$ cat src/rtl/ram_arbiter.sv
// Shared program/data RAM with a round-robin two-port arbiter.
// The host lock gives the loader exclusive access; contended cycles are counted.
module ram_arbiter #(
  parameter int unsigned ADDR_W = 4,
  parameter int unsigned DATA_W = 8
) (
  input  logic              clk,
  input  logic              rst_n,
  input  logic              cpu_req,
  input  logic              cpu_we,
  input  logic [ADDR_W-1:0] cpu_addr,
  input  logic [DATA_W-1:0] cpu_wdata,
  output logic              cpu_gnt,
  output logic              cpu_rvalid,
  output logic [DATA_W-1:0] cpu_rdata,
  input  logic              hst_req,
  input  logic              hst_we,
  input  logic [ADDR_W-1:0] hst_addr,
  input  logic [DATA_W-1:0] hst_wdata,
  output logic              hst_gnt,
  output logic              hst_rvalid,
  output logic [DATA_W-1:0] hst_rdata,
  input  logic              hst_lock,
  output logic              cpu_stall,
  output logic [7:0]        conflict_cnt
);

  localparam int unsigned DEPTH = 1 << ADDR_W;
  localparam logic [7:0]  CNT_MAX = 8'hFF;

  logic [DATA_W-1:0] r_mem [DEPTH];
  logic              r_last;        // 0 = CPU won last, 1 = host won last
  logic              r_cpu_rvalid;
  logic [DATA_W-1:0] r_cpu_rdata;
  logic              r_hst_rvalid;
  logic [DATA_W-1:0] r_hst_rdata;
  logic [7:0]        r_conflict_cnt;

  logic              w_cpu_gnt;
  logic              w_hst_gnt;
  logic              w_both_req;

  assign w_both_req = cpu_req & hst_req;

  // Grant: lock overrides everything, otherwise the loser of the last grant wins ties.
  always_comb begin
    w_cpu_gnt = 1'b0;
    w_hst_gnt = 1'b0;
    if (hst_lock) begin
      w_hst_gnt = hst_req;
    end else if (w_both_req) begin
      w_cpu_gnt = r_last;
      w_hst_gnt = ~r_last;
    end else begin
      w_cpu_gnt = cpu_req;
      w_hst_gnt = hst_req;
    end
  end

  assign cpu_gnt      = w_cpu_gnt;
  assign hst_gnt      = w_hst_gnt;
  assign cpu_stall    = cpu_req & ~w_cpu_gnt;
  assign cpu_rvalid   = r_cpu_rvalid;
  assign cpu_rdata    = r_cpu_rdata;
  assign hst_rvalid   = r_hst_rvalid;
  assign hst_rdata    = r_hst_rdata;
  assign conflict_cnt = r_conflict_cnt;

  // Storage: at most one write commits per edge since grants are exclusive.
  always_ff @(posedge clk or negedge rst_n) begin
    if (!rst_n) begin
      for (int unsigned i = 0; i < DEPTH; i++) begin
        r_mem[i] <= '0;
      end
    end else if (w_cpu_gnt && cpu_we) begin
      r_mem[cpu_addr] <= cpu_wdata;
    end else if (w_hst_gnt && hst_we) begin
      r_mem[hst_addr] <= hst_wdata;
    end
  end

  always_ff @(posedge clk or negedge rst_n) begin
    if (!rst_n) begin
      r_cpu_rvalid <= 1'b0;
      r_cpu_rdata  <= '0;
      r_hst_rvalid <= 1'b0;
      r_hst_rdata  <= '0;
    end else begin
      r_cpu_rvalid <= w_cpu_gnt & ~cpu_we;
      r_hst_rvalid <= w_hst_gnt & ~hst_we;
      if (w_cpu_gnt && !cpu_we) begin
        r_cpu_rdata <= r_mem[cpu_addr];
      end
      if (w_hst_gnt && !hst_we) begin
        r_hst_rdata <= r_mem[hst_addr];
      end
    end
  end

  always_ff @(posedge clk or negedge rst_n) begin
    if (!rst_n) begin
      r_last         <= 1'b1;
      r_conflict_cnt <= '0;
    end else begin
      if (w_cpu_gnt) begin
        r_last <= 1'b0;
      end else if (w_hst_gnt) begin
        r_last <= 1'b1;
      end
      if (w_both_req && r_conflict_cnt != CNT_MAX) begin
        r_conflict_cnt <= r_conflict_cnt + 8'd1;
      end
    end
  end

endmodule

$ cat config.mk
export PLATFORM = sky130hd
export DESIGN_NAME = ram_arbiter
export DESIGN_NICKNAME = d
export VERILOG_FILES = /design/src/rtl/ram_arbiter.sv
export SDC_FILE = /design/constraint.sdc
export NUM_CORES = 1
export LEC_CHECK = 0
export BUFFER_PORTS_ARGS = -buffer_cell sky130_fd_sc_hd__clkbuf_2
export CAP_MARGIN = 20
export CORE_MARGIN = 3
export CORE_UTILIZATION = 49
export CTS_BUF_LIST = sky130_fd_sc_hd__clkbuf_8
export DETAILED_ROUTE_END_ITERATION = 10
export MAX_ROUTING_LAYER = met4
export PLACE_DENSITY = 0.67
export SYNTH_ARGS = -nofsm -noshare
export SYNTH_HDL_FRONTEND = slang
export SYNTH_SLANG_ARGS = --single-unit
$ cat constraint.sdc
create_clock -name clk -period 2.4 [get_ports clk]
set_clock_uncertainty 0.05 [all_clocks]
set_input_delay 0.72 -clock clk [delete_from_list [all_inputs] [get_ports clk]]
set_output_delay 0.72 -clock clk [all_outputs]
set_load 0.01 [all_outputs]
==> flow_summary_export.csv <==
group,metric,value,unit
sta,finalCriticalPeriod,2.30,ns
outcome,status,"complete, no violations",
synth,synth_fp_nets,741,
sta,max_freq,435,MHz
drt,dr.pass1.iters,5,
flow_run,cap_viol_max_count,0,
min_path,hold_path_class,"in -> async",
clocking,hold_buffers,0,
place,portBuffers,59,
global_route,grtUsageTotal,34.1,%
clocking,post_cts_buffers,1,
worst_setup_path,crit_fanout,3,
cells_and_area,fin_area,0.0109,mm2
sta,fin_hold_ws,0.0587,ns
floorplanning,die_h,145,um
floorplanning,io_pins,60,
sta,slew_violations,0,
power_and_ir_drop,p_per_area,739,mW/mm2
synth,syn_inst,709,
drt,drt_wl_total,33200,um
global_route,met2_usage,49.3,%
floorplanning,die_area,0.0210,mm2
place,gp_congestion,1.01,
global_route,first_global_vias,7859,
synth,async_reset_ff_share,100,%
cells_and_area,seq_area,0.00388,mm2
cells_and_area,most-common-layout-cells,"dfrtp_1, a21o_1, a22o_1, mux4_2, buf_4",
clocking,cts.path.max_buffers,2,
global_route,grt_start_max_net_pins,52,
clocking,cts-htree-levels,4,
synth,ys_seq_area_share,41.1,%
power_and_ir_drop,leakage,5.48,nW
drt,drc,0,
clocking,cts_resized,0,
clocking,clkLatencyLatePin,0.47,ns
drt,vias,7686,
worst_setup_path,critPathArrivalTime,1.53,ns
clocking,cts-root-buf,"clkbuf_8",
sta,setup_tns,0,ns
sta,relSlewSlack,43.1,%
cells_and_area,nFillCells,1525,
synth,syn_area,0.00944,mm2
worst_setup_path,crit_type,"reg -> out",
sta,setup_violations,0,
cells_and_area,n_antenna_cell,0,
sta,period_share,95.8,%
sta,worstMarginPinSlew,0.847,ns
power_and_ir_drop,vdd.ir_drop.worst,0.375,mV
place,dpl_cell_area,0.0105,mm2
worst_setup_path,r2r_slack,0.12,ns
drt,wl_per_cell,31.0,um
worst_setup_path,start_kind,"flop",
floorplanning,core,0.0188,mm2
global_route,grt-ovfl-total,0,
clocking,cts_buffers,17,
worst_setup_path,cp-end-kind,"output port",
floorplanning,initial_utilization,50.1,%
synth,synth-seq-cells,155,
worst_setup_path,required,1.63,ns
synth,synth_ff_type,"dfrtp_1",
place,hpwlAfterDp,23600,um
drt,viasPerCell,7.19,
cells_and_area,fin_nets,828,
cells_and_area,layout_commonest_cell,"dfrtp_1",
clocking,cts_tree,"done",
drt,first_iter_violations,933,
synth,synth_cell_type_count,45,
floorplanning,fp.dieW,145,um
global_route,grt_use_met3,11.6,%
synth,yosysWarnings,0,
clocking,clk_pin_slew_worst_paths,0.10,ns
drt,antenna_left,0,
cells_and_area,multi_input_area,0.00515,mm2
sta,rsz0062_at_grt,"no",
global_route,grt_pass1_wl,50500,um
synth,avgSynthCellArea,13.3,um2
global_route,use_met1,43.7,%
global_route,antenna_found_initial,0,
synth,synth_edf_count,0,
global_route,grt_most_used_layer,"met2",
clocking,clock_sinks,155,
floorplanning,rows,50,
sta,hold_viol_final,0,
cells_and_area,drive_above_1_share,36.0,%
cells_and_area,fin_util,57.7,%
cells_and_area,synthToLayoutAreaGrowth,15.2,%
[Yosys cell counts, drive strengths merged, types with 3 or more instances]
master | n | area share, %
nor2b | 3 | 0.28
dfrtp | 154 | 41
nand2 | 3 | 0.12
mux4 | 64 | 15
mux2i | 16 | 1.7
clkbuf | 20 | 0.80
xor2 | 6 | 0.56
a211oi | 16 | 1.3
nand3b | 6 | 0.61
nor3 | 11 | 1.1
nor2 | 22 | 2.0
nand3 | 5 | 0.37
o22ai | 16 | 1.1
a22o | 128 | 12
nor4 | 22 | 5.0
inv | 3 | 0.12
a21o | 144 | 11
nand2b | 5 | 0.33
buf | 50 | 3.4
[flip-flops by register name (all words and copies together), names as in the netlist]
name / count
r_last: 1
hst_rdata: 8
cpu_rdata: 8
hst_rvalid: 1
r_mem: 128
conflict_cnt: 8
cpu_rvalid: 1
[kinds of logic (layout without fill, tap and decap cells)]
logic type               count (synthesis)  after routing  share of synthesized area (%)
AO/OA/AOI/OAI                          305            305                           25.8
XOR/XNOR                                 7              7                          0.650
multiplexers                            81             81                           17.1
adder cells (fa/ha/maj)                  1              1                          0.133
buffers and inverters                   73            173                           4.35
flip-flops                             155            155                           41.1
AND/OR/NAND/NOR                         87             87                           10.9
[power breakdown]
part | switching, mW | internal (mW) | total, mW
sequential | 0.757 | 3.24 | 4.00
clock | 1.05 | 1.03 | 2.08
combinational | 0.850 | 1.11 | 1.96
[worst paths after layout]
check	cells after the start	to	from
worst max-delay path	4	hst_gnt	r_last$_DFFE_PN1P_
worst min-delay path	1	cpu_rvalid$_DFF_PN0_	rst_n
worst max register to register	7	r_mem[71]$_DFFE_PN0P_	r_last$_DFFE_PN1P_
worst min register to register	1	cpu_rdata[5]$_DFFE_PN0P_	cpu_rdata[5]$_DFFE_PN0P_
max in group asynchronous	2	r_mem[25]$_DFFE_PN0P_	rst_n
min in group clk	1	cpu_rdata[5]$_DFFE_PN0P_	cpu_rdata[5]$_DFFE_PN0P_
[through the flow]
stage                     total power, mW  std cells  worst slack, ns
after CTS                            7.98       1069           0.0664
after global placement               5.81       1036           -0.136
after global routing                 8.33       1069           0.0357
after detailed placement             5.93       1036           -0.173
final                                8.04       1069            0.102
after floorplan                      5.08        709           0.0201
[layer usage]
layer,up-vias,routed length (um)
met4,0,1570
met2,622,14700
li1,3022,-
met1,3907,12200
met5,-,0
met3,135,4620
[worst max-delay path, stage by stage (launching register included)]
cell and delay [ns]:
dfstp_2 0.58, and3b_4 0.20, buf_4 0.10, nor2b_1 0.06, clkbuf_2 0.13
[layout make-up]
cell class | instances | area share, %
Sequential cell | 155 | 35.7
Multi-Input combinational cell | 481 | 47.4
Clock inverter | 15 | 1.63
Timing Repair Buffer | 138 | 10.1
Inverter | 3 | 0.104
Clock buffer | 17 | 2.15
Tap cell | 260 | 2.99
(Power assumes the default switching activity.)
